**src/rtl/count_disp_pkg.sv**
```systemverilog
// Shared constants and types for the count_display block.
// Segment codes are gfedcba, active-high.
package count_disp_pkg;

    localparam logic [6:0] SEG_0     = 7'b0111111;
    localparam logic [6:0] SEG_1     = 7'b0000110;
    localparam logic [6:0] SEG_2     = 7'b1011011;
    localparam logic [6:0] SEG_3     = 7'b1001111;
    localparam logic [6:0] SEG_4     = 7'b1100110;
    localparam logic [6:0] SEG_5     = 7'b1101101;
    localparam logic [6:0] SEG_6     = 7'b1111101;
    localparam logic [6:0] SEG_7     = 7'b0000111;
    localparam logic [6:0] SEG_8     = 7'b1111111;
    localparam logic [6:0] SEG_9     = 7'b1101111;
    localparam logic [6:0] SEG_BLANK = 7'b0000000;

    localparam logic [3:0] BCD_TEN   = 4'd10;
    localparam logic [3:0] CNT_MAX   = 4'd15;

    typedef enum logic {
        DIG_ONES = 1'b0,
        DIG_TENS = 1'b1
    } mux_state_e;

    function automatic logic [6:0] seg_code(input logic [3:0] d);
        logic [6:0] s;
        case (d)
            4'd0:    s = SEG_0;
            4'd1:    s = SEG_1;
            4'd2:    s = SEG_2;
            4'd3:    s = SEG_3;
            4'd4:    s = SEG_4;
            4'd5:    s = SEG_5;
            4'd6:    s = SEG_6;
            4'd7:    s = SEG_7;
            4'd8:    s = SEG_8;
            4'd9:    s = SEG_9;
            default: s = SEG_BLANK;
        endcase
        return s;
    endfunction

endpackage

```
**src/rtl/count_display_seg7_encode.sv**
```systemverilog
// Combinational BCD digit to 7-segment encoder.
// Non-decimal codes 10..15 drive a dark digit.
module seg7_encode
    import count_disp_pkg::*;
(
    input  logic [3:0] digit_i,
    output logic [6:0] seg_o
);

    assign seg_o = seg_code(digit_i);

endmodule

```
**src/rtl/count_display.sv**
```systemverilog
// Two-digit multiplexed 7-segment display of a 4-bit count with wrap detection.
// Define LEAD_ZERO_BLANK_EN to darken a leading zero in the tens digit.
module count_display
    import count_disp_pkg::*;
#(
    parameter int REFRESH_DIV = 1000,
    parameter int WRAP_W      = 8
) (
    input  logic              clk,
    input  logic              rst,
    input  logic [3:0]        cnt_in,
    output logic [6:0]        seg,
    output logic [1:0]        an,
    output logic              wrap_pulse,
    output logic [WRAP_W-1:0] wrap_cnt
);

    localparam int REF_W = (REFRESH_DIV > 1) ? $clog2(REFRESH_DIV) : 1;
    localparam logic [REF_W-1:0] REF_LAST = REF_W'(REFRESH_DIV - 1);

    logic [3:0]        cnt_q;
    logic [3:0]        cnt_prev_q;
    logic              tens_q;
    logic              tens_d;
    logic [3:0]        ones_q;
    logic [3:0]        ones_d;
    mux_state_e        state_q;
    mux_state_e        state_d;
    logic [REF_W-1:0]  refresh_q;
    logic [REF_W-1:0]  refresh_d;
    logic [6:0]        seg_q;
    logic [6:0]        seg_d;
    logic [1:0]        an_q;
    logic [1:0]        an_d;
    logic              wrap_pulse_q;
    logic [WRAP_W-1:0] wrap_cnt_q;
    logic [WRAP_W-1:0] wrap_cnt_d;
    logic              wrap_hit;
    logic [3:0]        digit;
    logic              blank;
    logic [6:0]        enc_seg;

    // Decimal split uses the freshly compared tens, not last cycle's.
    always_comb begin
        tens_d = (cnt_q >= BCD_TEN);
        ones_d = tens_d ? (cnt_q - BCD_TEN) : cnt_q;
    end

    always_comb begin
        state_d   = state_q;
        refresh_d = refresh_q + 1'b1;
        if (refresh_q == REF_LAST) begin
            refresh_d = '0;
            state_d   = (state_q == DIG_ONES) ? DIG_TENS : DIG_ONES;
        end
    end

    always_comb begin
        digit = ones_q;
        blank = 1'b0;
        an_d  = 2'b01;
        unique case (state_q)
            DIG_ONES: begin
                digit = ones_q;
                an_d  = 2'b01;
            end
            DIG_TENS: begin
                digit = {3'b000, tens_q};
                an_d  = 2'b10;
`ifdef LEAD_ZERO_BLANK_EN
                blank = ~tens_q;
`else
                blank = 1'b0;
`endif
            end
        endcase
    end

    seg7_encode u_enc (
        .digit_i (digit),
        .seg_o   (enc_seg)
    );

    always_comb begin
        seg_d      = blank ? SEG_BLANK : enc_seg;
        wrap_hit   = (cnt_prev_q == CNT_MAX) && (cnt_q == 4'd0);
        wrap_cnt_d = wrap_cnt_q;
        if (wrap_hit) begin
            wrap_cnt_d = wrap_cnt_q + 1'b1;
        end
    end

    always_ff @(posedge clk or negedge rst) begin
        if (!rst) begin
            cnt_q        <= 4'd0;
            cnt_prev_q   <= 4'd0;
            tens_q       <= 1'b0;
            ones_q       <= 4'd0;
            state_q      <= DIG_ONES;
            refresh_q    <= '0;
            seg_q        <= SEG_BLANK;
            an_q         <= 2'b00;
            wrap_pulse_q <= 1'b0;
            wrap_cnt_q   <= '0;
        end else begin
            cnt_q        <= cnt_in;
            cnt_prev_q   <= cnt_q;
            tens_q       <= tens_d;
            ones_q       <= ones_d;
            state_q      <= state_d;
            refresh_q    <= refresh_d;
            seg_q        <= seg_d;
            an_q         <= an_d;
            wrap_pulse_q <= wrap_hit;
            wrap_cnt_q   <= wrap_cnt_d;
        end
    end

    assign seg        = seg_q;
    assign an         = an_q;
    assign wrap_pulse = wrap_pulse_q;
    assign wrap_cnt   = wrap_cnt_q;

endmodule

```
**config.mk**
```make
export PLATFORM = sky130hd
export DESIGN_NAME = count_display
export DESIGN_NICKNAME = d
export VERILOG_FILES = /design/src/rtl/count_disp_pkg.sv /design/src/rtl/count_display_seg7_encode.sv /design/src/rtl/count_display.sv
export SDC_FILE = /design/constraint.sdc
export NUM_CORES = 1
export LEC_CHECK = 0
export CAP_MARGIN = 20
export CORE_MARGIN = 5
export CORE_UTILIZATION = 52
export CTS_BUF_LIST = sky130_fd_sc_hd__clkbuf_16
export CTS_CLUSTER_DIAMETER = 200
export DETAILED_ROUTE_END_ITERATION = 10
export PLACE_DENSITY_LB_ADDON = 0.15
export SYNTH_ARGS = -nofsm -noshare
export SYNTH_HDL_FRONTEND = slang
export SYNTH_SLANG_ARGS = --single-unit
```
**constraint.sdc**
```tcl
create_clock -name clk -period 3.23 [get_ports clk]
set_input_delay 0.646 -clock clk [delete_from_list [all_inputs] [get_ports clk]]
set_output_delay 0.646 -clock clk [all_outputs]
set_load 0.02 [all_outputs]
```
==> flow_summary.toml, run 1 <==
[power_and_ir_drop]
power_mw = 1.12
leakage_nw = 0.998
combPwrFrac_pct = 9.5
clkPwrFrac_pct = 41.1
peakVddDrop_mv = 0.322
power_frac_seq_pct = 49.5
intPower_uw = 865
p_sw_uw = 252
power.density_mw_per_mm2 = 509
p_sw_share_pct = 22.5

[hold_path]
worstHoldStart = "cnt_q[0]"
hold_end = "ones_q[0]"
min_path_type = "flip-flop to flip-flop"
holdPathStages = 0

[final_layout]
nets = 194
drive_gt1_share_pct = 9.44
fin_area_mm2 = 0.00220
n_antenna_cell = 0
syn_to_final_growth_pct = 23.0
final_cells = 226

[yosys]
synth.most_common_cell = "dfrtp_1"
synth-async-reset-ratio_pct = 100
yosys_most_used_dff = "dfrtp_1"
synth_warnings = 0
ys_types = 38
syn_area_mm2 = 0.00179
ys_seq_area_share_pct = 57.5
synth-edff-count = 0
synth_top_cell_by_area = "dfrtp_1"
synthCells = 152
yosys-top-cells-area = "dfrtp_1 (57%), ha_1 (6.3%), xnor2_1 (4.4%)"
yosysTopAreaCellShare_pct = 57.5
ys_seq_elements = 41
synth_common_cells = "dfrtp_1 (41), inv_1 (10), nand2_1 (10)"
syn-mean-instance-area_um2 = 11.7
synthesis.nets = 167

[cts]
clock_sinks = 41
postCtsHoldBufs = 0
clock_latency_ns = 0.28
path_clk_slew_ns = 0.05
numCtsBuffers = 5
cts_root_buf = "clkbuf_16"
post_cts_buffers = 0
ctsResizeCount = 0
cts_buffer_depth = 2
h-tree-depth = 2
cts_tree = "done"

[job]
cap_violations = 0

[timing]
clock-skew-final_ns = 0.00470
timing.fmax_mhz = 506
timing.hold.ws_ns = 0.378
rsz0062_at_grt = "false"
setup_viol = 0
min_period_over_period_pct = 61.2
setup-tns-final_ns = 0
slew_headroom_pct = 43.5
hold_viol = 0
fin_crit_ns = 1.98
worst_slew_pin_slew_ns = 0.847
slew_violations = 0

[critical_path]
slowest_stage = "clkdlybuf4s50_1"
critical_path_buf_inv_count = 1
critical_path_class = "flip-flop to output pin"
slowest_delay_ns = 0.64
path_cells = "clkdlybuf4s50_1"
cp_data_arrival_time_ns = 1.33
r2r_end = "seg[5]"
r2r_setup_slack_ns = 1.42
cp_max_fo = 4
cp.required_ns = 2.58
critPathCaptureType = "output pin"
r2r-start = "state_q"
crit_path_start_kind = "flip-flop"
worst_r2r_path_depth = 6
critPathTopFamily = "buffers and inverters"

[placed_design]
numPortBuffers = 23
dp_cells = 218
place_congestion = 0.814
hpwl_um = 2200
placed_area_mm2 = 0.00206

[floorplan]
ios = 24
fp.dieH_um = 68.6
num_rows = 21
dieArea_mm2 = 0.00471
initial_utilization_pct = 53.5
die_w_um = 68.6
core_mm2 = 0.00334

[global_route]
grt_max_degree = 42
antenna_found_initial = 0
grt_use_total_pct = 15.4
gr-total-overflow = 0
grt_pass1_wl_um = 5280
grt_pass1_vias = 1213

[routing]
wl_per_cell_um = 13.4
routed_wl_um = 3020
drt_iter0_drc = 42
drt_pre_antenna_iters = 4
vias = 1193
vias_per_cell = 5.28
postRouteAntennaNets = 0
drcViolationCount = 0

[outcome]
outcome = "complete, no violations"
==> worst max path at each step <==
| stage | start | depth (start not counted) | endpoint | slack [ns] |
|---|---|---|---|---|
| after CTS | wrap_cnt[0] | 1 | wrap_cnt[0] | 1.24 |
| after detailed placement | state_q | 6 | seg[5] | 1.46 |
| final | wrap_cnt[0] | 1 | wrap_cnt[0] | 1.25 |
| after floorplan | state_q | 7 | seg[5] | 1.55 |
| after global routing | wrap_cnt[3] | 1 | wrap_cnt[3] | 1.20 |
| after global placement | wrap_cnt[3] | 1 | wrap_cnt[3] | 1.56 |
==> area by class of cell <==
type	count	area (µm²)
Clock buffer	5	125
Timing Repair Buffer	23	225
Multi-Input combinational cell	98	711
Tap cell	46	57.6
Sequential cell	41	1030
Inverter	10	37.5
Fill cell	272	1140
Clock inverter	3	13.8
==> through the flow <==
step	util (%)	setup WS (ns)
finish	65.8	1.25
global route	65.8	1.20
CTS	65.8	1.24
detailed placement	61.6	1.46
global placement	61.6	1.56
floorplan	-	1.55
==> layout by cell type, fill, tap and decap left out, drive strengths merged, types with 5 or more instances in the layout <==
cell	count
dfrtp	41
inv	11
o21ai	9
ha	9
clkbuf	5
nand2	11
nand3	9
nand4	5
a21oi	7
clkdlybuf4s50	22
xnor2	9
nor2	7
==> layer usage <==
layer / global-route usage (%) / part of all wire (%)
met1: 17.5 / 40
met2: 26.3 / 53
met3: 6.00 / 5.6
met4: 5.21 / 1.2
met5: 0 / 0
==> logic make-up (layout without fill, tap and decap cells) <==
logic type,count (synthesis),in the layout,share of synthesized area (%)
AOI/OAI and AO/OA,25,25,8.41
xor gates and xnor gates,12,12,5.89
adders and majority gates,9,9,6.31
buffers and inverters,13,41,2.73
DFF,41,41,57.5
muxes,2,2,1.40
and+or+nand+nor,50,50,17.8
==> power by group through the flow <==
stage	sequential [mW]	combinational, mW	clock (mW)
2_1_floorplan	0.578	0.0352	0
3_3_place_gp	0.560	0.105	0
3_5_place_dp	0.562	0.107	0
4_1_cts	0.552	0.108	0.469
5_1_grt	0.556	0.117	0.492
6_report	0.552	0.106	0.459
==> state kept, by name, indices dropped and copies added, names as in the netlist <==
signal and flops:
an 2, cnt_prev_q 3, cnt_q 4, ones_q 4
refresh_q 10, seg 7, state_q 1, tens_q 1
wrap_cnt 8, wrap_pulse 1
==> worst reg2reg max path, delay by kind of cell, from the launching register on <==
family	cells	cell delay (ns)
AO/OA/AOI/OAI	1	0.13
adder cells (fa/ha/maj)	1	0.22
buffers and inverters	1	0.14
flip-flops	1	0.49
multiplexers	1	0.44
AND/OR/NAND/NOR	2	0.33
No activity file was read; power rests on OpenSTA's default activity.
==> run 2: changes to the inputs <==
--- a/config.mk
+++ b/config.mk
@@ -7,7 +7,7 @@
 export LEC_CHECK = 0
 export CAP_MARGIN = 20
 export CORE_MARGIN = 5
-export CORE_UTILIZATION = 52
+export CORE_UTILIZATION = 48
 export CTS_BUF_LIST = sky130_fd_sc_hd__clkbuf_16
 export CTS_CLUSTER_DIAMETER = 200
 export DETAILED_ROUTE_END_ITERATION = 10
==> constraint.sdc (replaced) <==
create_clock -name clk -period 1.8 [get_ports clk]
set_input_delay 0.36 -clock clk [delete_from_list [all_inputs] [get_ports clk]]
set_output_delay 0.36 -clock clk [all_outputs]
set_load 0.02 [all_outputs]
==> run 2 against run 1 <==
  * Design area up 1.4%
  * Hold slack worse by 0.33 ns
  * Utilization down 4.5 points
  * Critical endpoint is now wrap_cnt[3]
  * Sequential share of layout area down 0.57 points
  * Sequential power up 80%
  * Largest power group unchanged
  * Flip-flop and latch count unchanged
  * Non-clock buffer count up 2
  * Power up 80%
  * Critical path depth unchanged
==> flow_summary.toml, run 2 (synthesis gave the netlist of run 1 again) <==
[outcome]
outcome = "complete, no violations"

[floorplan]
ios = 24
initial_utilization_pct = 49.1
fp.dieH_um = 71.0
core_mm2 = 0.00363
die_w_um = 71.0
num_rows = 22
dieArea_mm2 = 0.00504

[critical_path]
crit_path_start_kind = "flip-flop"
cp_data_arrival_time_ns = 1.37
critPathTopFamily = "buffers and inverters"
slowest_stage = "clkdlybuf4s50_1"
critical_path_class = "flip-flop to output pin"
slowest_delay_ns = 0.64
cp_max_fo = 6
critical_path_buf_inv_count = 1
cp.required_ns = 1.44
critPathCaptureType = "output pin"
path_cells = "clkdlybuf4s50_1"

[placed_design]
numPortBuffers = 23
place_congestion = 0.912
dp_slack_ns = 0.161
hpwl_um = 2170
dp_cells = 222

[routing]
wl_per_cell_um = 13.2
vias_per_cell = 5.27
drcViolationCount = 0
vias = 1211
drt_iter0_drc = 57
postRouteAntennaNets = 0
drt_pre_antenna_iters = 2
routed_wl_um = 3040

[final_layout]
layout_commonest_cell = "dfrtp_1"
n_antenna_cell = 0
largest_reg_flops = 10
final_util_pct = 61.3
nets = 196
syn_to_final_growth_pct = 24.7
layout_common_cells = "dfrtp_1 (40), clkdlybuf4s50_1 (22), inv_1 (10), nand2_1 (10)"
final_cells = 230
regMostFlops = "refresh_q"
drive_gt1_share_pct = 10.4
fillers = 317

[cts]
cts_buffer_depth = 2
clock_sinks = 41
clock_latency_ns = 0.28
numCtsBuffers = 5
post_cts_buffers = 0
cts_tree = "done"
cts_root_buf = "clkbuf_16"
path_clk_slew_ns = 0.06
postCtsHoldBufs = 0
h-tree-depth = 2

[timing]
fin_ws_ns = 0.0687
clock-skew-final_ns = 0.00750
timing.hold.ws_ns = 0.0508
fin_crit_ns = 1.73
setup-tns-final_ns = 0
timing.fmax_mhz = 578
setup_viol = 0
min_period_over_period_pct = 96.2
slew_headroom_pct = 72.6
hold_viol = 0
worst_slew_pin_slew_ns = 0.410
rsz0062_at_grt = "false"
slew_violations = 0

[power_and_ir_drop]
peakVddDrop_mv = 0.564
power.density_mw_per_mm2 = 906
leakage_nw = 1.00

[hold_path]
min_path_type = "input pin to async pin"

[global_route]
grt_pass1_wl_um = 5340
grt_use_total_pct = 13.6
antenna_found_initial = 0
gr-total-overflow = 0
grt_pass1_vias = 1253
grt_max_degree = 42

[job]
cap_violations = 0
## run 2: cell types whose count changed in the layout (fill, tap and decap cells not counted)
cell      change
clkinv_1      +2
buf_12        +1
buf_4         +1
clkinv_2      -1
dfrtp_1       -1
dfrtp_2       +1
inv_1         -1
## run 2: final cells by class
type	count	area [µm²]	share of cell area [%]
Clock buffer	5	125	5.62
Clock inverter	3	12.5	0.562
Multi-Input combinational cell	98	711	31.9
Sequential cell	41	1030	46.1
Inverter	10	37.5	1.69
Timing Repair Buffer	25	253	11.4
Tap cell	48	60.1	2.70
## run 2: routing by layer
metal / part of all wire, % / GRT usage (%) / vias to the layer above / wire length, µm
met5: 0 / 0 / - / 0
met4: 2.4 / 7.10 / 0 / 73
met3: 5.5 / 5.26 / 9 / 166
met2: 50 / 22.6 / 28 / 1530
met1: 42 / 15.0 / 589 / 1270
li1: - / - / 585 / -
## run 2: worst paths after layout
check                      cells past startpoint         from      endpoint  slack (ns)
setup / recovery                               1  wrap_cnt[3]   wrap_cnt[3]        0.07
hold / removal                                 2          rst  refresh_q[1]        0.05
setup reg to reg                               7      state_q        seg[5]        0.21
hold reg to reg                                0     cnt_q[0]     ones_q[0]        0.38
max in group asynchronous                      2          rst       state_q        1.55
min in group clk                               0     cnt_q[0]     ones_q[0]        0.38
## run 2: what timing repair did
item                                    CTS  global route
hold endpoints to repair                  0             0
endpoints found under the setup margin    0             1
gates resized for setup                   0             1
## run 2: per-stage QoR
| step | total power, mW | cell area, µm² |
|---|---|---|
| after floorplan | 1.10 | 1790 |
| after global placement | 1.20 | 2090 |
| after detailed placement | 1.21 | 2090 |
| after CTS | 2.04 | 2220 |
| after global routing | 2.10 | 2230 |
| final | 2.02 | 2230 |
## run 2: power by group
| part | internal (mW) | switching (mW) |
|---|---|---|
| combinational | 0.0925 | 0.106 |
| sequential | 0.964 | 0.0267 |
| clock | 0.500 | 0.326 |
